File: src/rtl/rv32_pkg.sv
// Shared RV32 integer-register types and constants used by the register bank.
// Also provides the popcount helper used for the busy counter.
package rv32_pkg;

  localparam int XLEN       = 32;
  localparam int NREGS      = 32;
  localparam int REG_ADDR_W = 5;

  typedef logic [REG_ADDR_W-1:0] reg_addr_t;
  typedef logic [XLEN-1:0]       xword_t;
  typedef logic [5:0]            busy_cnt_t;

  localparam reg_addr_t REG_ZERO = 5'd0;

  function automatic busy_cnt_t countBusy(input logic [NREGS-1:0] v);
    busy_cnt_t n;
    n = '0;
    for (int i = 0; i < NREGS; i++) begin
      n = n + busy_cnt_t'(v[i]);
    end
    return n;
  endfunction

endpackage

File: src/rtl/regfile_bank_if.sv
// Decode/writeback side bundle of the integer register bank.
// master = decode + writeback pipeline, slave = regfile_bank.
interface regfile_bank_if;
  import rv32_pkg::*;

  reg_addr_t rs1_addr;
  reg_addr_t rs2_addr;
  xword_t    rs1_data;
  xword_t    rs2_data;
  logic      rs1_busy;
  logic      rs2_busy;
  logic      wr_en;
  reg_addr_t wr_addr;
  xword_t    wr_data;
  logic      issue_en;
  reg_addr_t issue_rd;
  busy_cnt_t busy_count;

  modport master (
    output rs1_addr, rs2_addr, wr_en, wr_addr, wr_data, issue_en, issue_rd,
    input  rs1_data, rs2_data, rs1_busy, rs2_busy, busy_count
  );

  modport slave (
    input  rs1_addr, rs2_addr, wr_en, wr_addr, wr_data, issue_en, issue_rd,
    output rs1_data, rs2_data, rs1_busy, rs2_busy, busy_count
  );

endinterface

File: src/rtl/regfile_read_port.sv
// One combinational 32:1 read port with x0 forced to zero.
// With REGFILE_BYPASS_EN defined, a same-cycle writeback to the read address is forwarded.
module regfile_read_port
  import rv32_pkg::*;
(
`ifdef REGFILE_BYPASS_EN
  input  logic                        i_wr_en,
  input  reg_addr_t                   i_wr_addr,
  input  xword_t                      i_wr_data,
  input  logic                        i_issue_en,
  input  reg_addr_t                   i_issue_rd,
`endif
  input  logic [NREGS-1:0][XLEN-1:0]  i_regs,
  input  logic [NREGS-1:0]            i_busy,
  input  reg_addr_t                   i_addr,
  output xword_t                      o_data,
  output logic                        o_busy
);

  always_comb begin
    o_data = (i_addr == REG_ZERO) ? '0 : i_regs[i_addr];
    o_busy = i_busy[i_addr];
`ifdef REGFILE_BYPASS_EN
    // A retiring write clears busy unless a new producer for the same register issues now.
    if (i_wr_en && (i_wr_addr == i_addr) && (i_addr != REG_ZERO)) begin
      o_data = i_wr_data;
      o_busy = i_issue_en && (i_issue_rd == i_addr);
    end
`endif
  end

endmodule

File: src/rtl/regfile_bank.sv
// RV32 integer register bank: 32 x XLEN storage, two read ports, busy scoreboard.
// Optional same-cycle write forwarding is built when REGFILE_BYPASS_EN is defined.
module regfile_bank
  import rv32_pkg::*;
(
  input  logic           clk,
  input  logic           rst,
  regfile_bank_if.slave  bus
);

  logic [NREGS-1:0][XLEN-1:0] r_regs;
  logic [NREGS-1:0]           r_busy;
  busy_cnt_t                  r_busyCount;
  logic [NREGS-1:0]           w_busyNext;

  // Issue sets busy and wins over a retiring write to the same register.
  always_comb begin
    w_busyNext = r_busy;
    for (int r = 1; r < NREGS; r++) begin
      if (bus.issue_en && (bus.issue_rd == reg_addr_t'(r))) begin
        w_busyNext[r] = 1'b1;
      end else if (bus.wr_en && (bus.wr_addr == reg_addr_t'(r))) begin
        w_busyNext[r] = 1'b0;
      end
    end
    w_busyNext[0] = 1'b0;
  end

  always_ff @(posedge clk) begin
    if (rst) begin
      r_regs      <= '0;
      r_busy      <= '0;
      r_busyCount <= '0;
    end else begin
      if (bus.wr_en && (bus.wr_addr != REG_ZERO)) begin
        r_regs[bus.wr_addr] <= bus.wr_data;
      end
      r_busy      <= w_busyNext;
      r_busyCount <= countBusy(w_busyNext);
    end
  end

  assign bus.busy_count = r_busyCount;

  regfile_read_port u_rs1 (
`ifdef REGFILE_BYPASS_EN
    .i_wr_en    (bus.wr_en),
    .i_wr_addr  (bus.wr_addr),
    .i_wr_data  (bus.wr_data),
    .i_issue_en (bus.issue_en),
    .i_issue_rd (bus.issue_rd),
`endif
    .i_regs     (r_regs),
    .i_busy     (r_busy),
    .i_addr     (bus.rs1_addr),
    .o_data     (bus.rs1_data),
    .o_busy     (bus.rs1_busy)
  );

  regfile_read_port u_rs2 (
`ifdef REGFILE_BYPASS_EN
    .i_wr_en    (bus.wr_en),
    .i_wr_addr  (bus.wr_addr),
    .i_wr_data  (bus.wr_data),
    .i_issue_en (bus.issue_en),
    .i_issue_rd (bus.issue_rd),
`endif
    .i_regs     (r_regs),
    .i_busy     (r_busy),
    .i_addr     (bus.rs2_addr),
    .o_data     (bus.rs2_data),
    .o_busy     (bus.rs2_busy)
  );

endmodule

File: src/flat_wrapper.sv
// flat-port wrapper written by rule: the top's interface ports become plain ports
module regfile_bank_flat import rv32_pkg::*;
  (clk, rst, bus_rs1_addr, bus_rs2_addr, bus_wr_en, bus_wr_addr, bus_wr_data, bus_issue_en, bus_issue_rd, bus_rs1_data, bus_rs2_data, bus_rs1_busy, bus_rs2_busy, bus_busy_count);
  regfile_bank_if bus_i ();
  input  logic clk;
  input  logic rst;
  input wire logic [$bits(bus_i.rs1_addr)-1:0] bus_rs1_addr;
  input wire logic [$bits(bus_i.rs2_addr)-1:0] bus_rs2_addr;
  input wire logic [$bits(bus_i.wr_en)-1:0] bus_wr_en;
  input wire logic [$bits(bus_i.wr_addr)-1:0] bus_wr_addr;
  input wire logic [$bits(bus_i.wr_data)-1:0] bus_wr_data;
  input wire logic [$bits(bus_i.issue_en)-1:0] bus_issue_en;
  input wire logic [$bits(bus_i.issue_rd)-1:0] bus_issue_rd;
  output wire logic [$bits(bus_i.rs1_data)-1:0] bus_rs1_data;
  output wire logic [$bits(bus_i.rs2_data)-1:0] bus_rs2_data;
  output wire logic [$bits(bus_i.rs1_busy)-1:0] bus_rs1_busy;
  output wire logic [$bits(bus_i.rs2_busy)-1:0] bus_rs2_busy;
  output wire logic [$bits(bus_i.busy_count)-1:0] bus_busy_count;
  assign bus_i.rs1_addr = bus_rs1_addr;
  assign bus_i.rs2_addr = bus_rs2_addr;
  assign bus_i.wr_en = bus_wr_en;
  assign bus_i.wr_addr = bus_wr_addr;
  assign bus_i.wr_data = bus_wr_data;
  assign bus_i.issue_en = bus_issue_en;
  assign bus_i.issue_rd = bus_issue_rd;
  assign bus_rs1_data = bus_i.rs1_data;
  assign bus_rs2_data = bus_i.rs2_data;
  assign bus_rs1_busy = bus_i.rs1_busy;
  assign bus_rs2_busy = bus_i.rs2_busy;
  assign bus_busy_count = bus_i.busy_count;
  regfile_bank u_core (.clk(clk), .rst(rst), .bus(bus_i));
endmodule
File: config.mk
export PLATFORM = sky130hd
export DESIGN_NAME = regfile_bank_flat
export DESIGN_NICKNAME = d
export VERILOG_FILES = /design/src/rtl/rv32_pkg.sv /design/src/rtl/regfile_bank_if.sv /design/src/rtl/regfile_read_port.sv /design/src/rtl/regfile_bank.sv /design/src/flat_wrapper.sv
export SDC_FILE = /design/constraint.sdc
export NUM_CORES = 2
export LEC_CHECK = 0
export CAP_MARGIN = 20
export CORE_MARGIN = 3
export CORE_UTILIZATION = 30
export CTS_CLUSTER_DIAMETER = 80
export DETAILED_ROUTE_END_ITERATION = 16
export GPL_ROUTABILITY_DRIVEN = 0
export GPL_TIMING_DRIVEN = 1
export PLACE_DENSITY = 0.49
export SYNTH_ARGS = -nofsm -noshare
export SYNTH_HDL_FRONTEND = slang
export SYNTH_SLANG_ARGS = --single-unit
File: constraint.sdc
create_clock -name clk -period 5.95 [get_ports clk]
set_clock_uncertainty 0.05 [all_clocks]
set_input_delay 1.19 -clock clk [delete_from_list [all_inputs] [get_ports clk]]
set_output_delay 1.19 -clock clk [all_outputs]
set_load 0.05 [all_outputs]
Word-level counts from Yosys, hierarchy flattened --
Cells that the tools add are included.
Operators by class: eq/ne operators 62, add/sub/neg operators 30, multiplexer cells 75, reductions and logical operators 67, $lt $le $gt $ge 4
Operators with widths (number):
- $bwmux W1024 | 1
- $bmux W32 S5 | 2
- $add A6 B1 Y6 | 29
- $demux W32 S5 | 1
- $eq A5 B5 Y1 const B | 32
- $mux W32 | 5
- $eq A5 B4 Y1 const B | 16
- $logic_and A1 B1 Y1 | 64
- $mux W1 | 64
- $eq A5 B3 Y1 const B | 8
- $eq A5 B2 Y1 const B | 4
- $lt A5 B6 Y1 const B | 3
- $bmux W1 S5 | 2
- $eq A5 B1 Y1 const B | 2
- $logic_not A5 Y1 | 2
- $ge A5 B1 Y1 const B | 1
- $reduce_bool A5 Y1 | 1
- $add A1 B1 Y2 | 1
Storage, ports and cells: register bits after elaboration 1062, output and inout bits 72

Longest topological paths before layout --
word-level depth 34, depth in mapped cells 23, gate-level depth less buffers 21

Hierarchy --
Synthesis repeated with hierarchy kept, for this count alone.
Unflattened totals: cell total of the unflattened synthesis 5002, area total of the unflattened synthesis 55603.3 sq um
Modules (own cells, without submodules):
- regfile_bank | area each 38817.2 sq um, sequential area each 21240.4 sq um, instances 1, cells an instance 3648
- regfile_read_port | area each 8393.0 sq um, sequential area each 0.0 sq um, instances 2, cells an instance 677

Least setup slack after synthesis --
No wires, ideal clock.
path type input port to flip-flop, from in bus_wr_en, to reg u_core.r_busyCount[4], in the netlist u_core.bus.busy_count[4], stages on the path 21, slack -522 ps, buffers on the path 2, arrival time 6291 ps, cell sequence clkbuf_1 > and3b_1 > clkbuf_1 > nand2_1 > a22o_1 > ha_1 > inv_1 > fa_1 > fa_1 > fa_1 > fa_1 > fa_1 > fa_1 > inv_1 > ha_1 > inv_1 > fa_1 > nor2b_1 > o21ai_0 > a21boi_0 > nor3_1
On the way: word-level cells in the longest chain between the ends 33, elaborated cells on any way between the ends 123, those cells by class 30 x add/sub; 62 x mux; 31 x reduce/logical
Ends and longest elaborated chain:
- start: declaration | RTL line flat_wrapper.sv:9 | input wire logic [$bits(bus_i.wr_en)-1:0] bus_wr_en;
- $logic_and A1 B1 Y1 | RTL line regfile_bank.sv:22 | end else if (bus.wr_en && (bus.wr_addr == reg_addr_t'(r))) begin
- $mux W1 | RTL line regfile_bank.sv:22
- $mux W1 | RTL line regfile_bank.sv:20 | if (bus.issue_en && (bus.issue_rd == reg_addr_t'(r))) begin
- net u_core.w_busyNext[1] | RTL line regfile_bank.sv:14 | logic [NREGS-1:0] w_busyNext;
- $add A1 B1 Y2 | RTL line rv32_pkg.sv:19 | n = n + busy_cnt_t'(v[i]);
- $add A6 B1 Y6 (29 in series) | RTL line rv32_pkg.sv:19
- end signal: assignment | RTL line regfile_bank.sv:39 | r_busyCount <= countBusy(w_busyNext);
- end: declaration | RTL line regfile_bank.sv:13 | busy_cnt_t r_busyCount;
The timed path passes the listed nets, and every way through them passes these cells. A chain may end at the register's enable or synchronous reset.

Worst setup path after layout --
from in bus_wr_addr[2], to reg u_core.r_busyCount[4], in the netlist u_core.bus.busy_count[4]
On the way: word-level cells in the longest chain between the ends 34, elaborated cells on any way between the ends 154, those cells by class 30 x add/sub; 31 x eq/ne; 62 x mux; 31 x reduce/logical
Ends and longest elaborated chain:
- start: declaration | RTL line flat_wrapper.sv:10 | input wire logic [$bits(bus_i.wr_addr)-1:0] bus_wr_addr;
- $eq A5 B2 Y1 | RTL line regfile_bank.sv:22
- $logic_and A1 B1 Y1 | RTL line regfile_bank.sv:22
- $mux W1 | RTL line regfile_bank.sv:22
- $mux W1 | RTL line regfile_bank.sv:20
- net u_core.w_busyNext[2] | RTL line regfile_bank.sv:14
- $add A1 B1 Y2 | RTL line rv32_pkg.sv:19
- $add A6 B1 Y6 (29 in series) | RTL line rv32_pkg.sv:19
The timed path passes the listed nets, and every way through them passes these cells.

==> summary.txt <==
Layout
  • FILL cells: 17900
  • Final instance area: 0.0641 mm²
  • Share of cells above drive strength 1: 0.203
  • Layout area overhead: 18.7%
  • Post-layout net count: 6129

Power
  • Pleak: 0.0210 µW
  • Power per cell area: 269 mW/mm²
  • Maximum VDD drop: 0.280 mV

STA
  • Slew headroom: 0.224
  • Final Setup Violations: 0
  • Tmin final: 5.75 ns
  • Max-slew violation count: 0
  • Slew @ Worst Pin: 1.16 ns
  • Hold_ws: 0.413 ns
  • Final Hold Fails: 0
  • F_max: 0.174 GHz
  • RSZ-0062 raised after global routing: no
  • Tcrit/Tclk final: 0.966

Setup path
  • Critical-path maximum fanout: 4
  • Setup CP Type: in2reg
  • R2r worst-path depth: 17
  • CP Capture Type: register
  • FF-to-FF setup slack: 0.88 ns
  • Reg-to-Reg Start: u_core.r_busy[2]
  • Worst EP required: 6.56 ns
  • CP startpoint: bus_wr_addr[2]
  • Startpoint Class: primary input
  • Crit path DAT: 6.36 ns
  • Worst reg2reg path endpoint: u_core.bus.busy_count[4]

Routing
  • Detail Route Antenna Nets: 0
  • Post-route DRC violation count: 0
  • DR vias: 48900
  • WL final: 247000 µm
  • DR vias/cell: 5.76
  • WL/cell: 29.0 µm
  • Top sig layer: met5
  • Met3 WL: 21400 µm
  • First-pass iteration count of the detailed router: 6
  • M1 wire length: 96000 µm
  • DRT iter0 DRCs: 6190
  • WL met2: 115000 µm

Floorplan
  • DIE WIDTH: 430 µm
  • Core Region: 0.179 mm²
  • Die height: 430 µm
  • Initial cell density of the core: 0.302
  • Rows: 155
  • Die area: 0.185 mm²
  • Io pins: 128

Synthesis
  • Top-area cell type share of the netlist area: 0.393
  • Sequential fraction of the synthesis area: 0.393
  • Ranking of synthesized cells by area: dfxtp_1, mux4_2, nand2_1
  • Post-synth EDFFs: 0
  • Yosys reg bits: 1061
  • Unique masters post-synth: 48
  • Syn avg cell area: 8.87 µm²
  • Post-synth top area cell: dfxtp_1
  • Most numerous cell in the Yosys netlist: nand2_1
  • List of most frequent post-synthesis cells: nand2_1, dfxtp_1, a21oi_1, clkbuf_1, mux4_2
  • Post-Syn Area: 0.0540 mm²
  • Ys flop type: dfxtp_1
  • Synth async-reset ratio: 0
  • Syn. warnings: 0
  • Mapped Nets: 6179
  • Cells after synthesis: 6091

Clock tree
  • Clock Path Buffers: 3
  • CTS tree: yes
  • Cts bufs inserted: 130
  • H-Tree Depth: 4
  • Clock Tree Root: clkbuf_16
  • CTS clk-pin slew, worst paths: 0.06 ns
  • # clock sinks: 1061
  • Clk Latency, worst-skew pair: 0.77 ns
  • CTS hold repair buffers: 0

Global route
  • Initial antenna violation count: 11
  • Largest net degree at the start of global routing: 152
  • Congestion Overflow GR: 0
  • Vias in the first global route: 47000
  • First-pass GRT wire length: 349000 µm
  • Total track usage: 0.259

Hold path
  • HP Class: reg2reg
  • HP Start: u_core.r_regs[731]
  • Hold Path Stages: 2
  • Hold path endpoint: u_core.r_regs[731]

Placed design
  • Placed instance area: 0.0597 mm²
  • IO buf count: 127
  • Post-DP HPWL: 139000 µm

Flow run
  • Max Cap Viol: 0

Status
  • Outcome: completed
area by class of cell:
class / count / area (µm²) / share of cell area
multi-input combinational: 4369 / 30500 / 0.476
inverter: 35 / 136 / 0.00213
sequential: 1061 / 21200 / 0.331
antenna: 6 / 15.0 / 0.000234
clock buffer: 192 / 3900 / 0.0609
timing repair buffer: 444 / 4920 / 0.0768
tap: 2355 / 2950 / 0.0460
clock inverter: 32 / 404 / 0.00631
critical path, stage by stage:
cell             delay (ns)
clkdlybuf4s15_2        0.23
nor3_4                 0.32
nand2_4                0.08
a22o_1                 0.22
ha_1                   0.30
inv_2                  0.04
fa_2                   0.55
fa_2                   0.45
fa_1                   0.51
fa_1                   0.44
fa_1                   0.51
fa_1                   0.41
inv_1                  0.07
ha_2                   0.19
inv_2                  0.04
fa_2                   0.34
nor2b_2                0.14
o21ai_1                0.09
nor3b_2                0.16
nor3_1                 0.11
per-stage QoR:
| stage | setup WS, ns | instances | utilization | total power [µW] | setup TNS, ns |
|---|---|---|---|---|---|
| 2_1_floorplan | -0.217 | 6091 | - | 8340 | -0.239 |
| 3_3_place_gp | -0.992 | 8254 | 0.333 | 9200 | -4.22 |
| 3_5_place_dp | -0.969 | 8261 | 0.334 | 9220 | -4.26 |
| 4_1_cts | 0.00229 | 8487 | 0.358 | 17300 | 0 |
| 5_1_grt | 0.00894 | 8493 | 0.359 | 17700 | 0 |
| 6_report | 0.200 | 8494 | 0.359 | 17200 | 0 |
cell usage in the layout, fill, tap and decap left out, types with 8 or more instances in the layout:
cell	count
nand2_2	25
buf_12	105
nand2_1	2025
inv_1	31
clkbuf_8	35
fa_1	20
a221oi_1	45
nor2_1	32
o2111ai_1	19
mux4_2	466
clkbuf_16	133
mux2_2	66
a21oi_1	992
clkbuf_1	24
o21ai_0	106
nor2b_1	106
a311oi_1	63
a211oi_1	64
buf_8	8
clkdlybuf4s50_1	38
nor2_4	26
dfxtp_1	1061
ha_1	8
mux2i_1	130
buf_4	268
a22oi_1	75
clkinv_2	12
timing repair:
| action | 4_1_cts | 5_1_grt |
|---|---|---|
| setup buffers | 2 | 0 |
| resized for setup | 46 | 6 |
| pin swaps | 13 | 8 |
| endpoints found under the setup margin | 3 | 4 |
worst max-delay path by stage:
stage	endpoint	depth (start not counted)
finish	u_core.bus.busy_count[4]	20
global route	u_core.bus.busy_count[4]	18
CTS	u_core.bus.busy_count[4]	21
detailed placement	u_core.bus.busy_count[4]	19
global placement	u_core.bus.busy_count[4]	19
floorplan	u_core.bus.busy_count[4]	21
cells by family (layout without fill, tap and decap cells):
logic type | count (synthesis) | after routing | synth area share
AOI/OAI and AO/OA | 1395 | 1395 | 0.146
xor gates and xnor gates | 1 | 1 | 0.000162
adders and majority gates | 32 | 32 | 0.0106
buffers and inverters | 661 | 703 | 0.0505
DFF | 1061 | 1061 | 0.393
muxes | 662 | 662 | 0.232
other | 0 | 6 | 0
and+or+nand+nor | 2279 | 2279 | 0.167
power breakdown:
part           switching (µW)  internal [µW]
Clock                    3330           4800
Sequential               40.1           7160
Combinational            1240            647
Total                    4610          12600
flip-flops by register name (all words and copies together), names as in the netlist:
name / flops
u_core.bus.busy_count: 6
u_core.r_busy: 31
u_core.r_regs: 1024
metal layers:
| metal | track usage | up-vias |
|---|---|---|
| met5 | 0 | - |
| met4 | 0.134 | 2 |
| met3 | 0.0484 | 665 |
| met2 | 0.420 | 2515 |
| met1 | 0.328 | 24500 |
| li1 | - | 21200 |
Power figures use the tool's default switching activity.
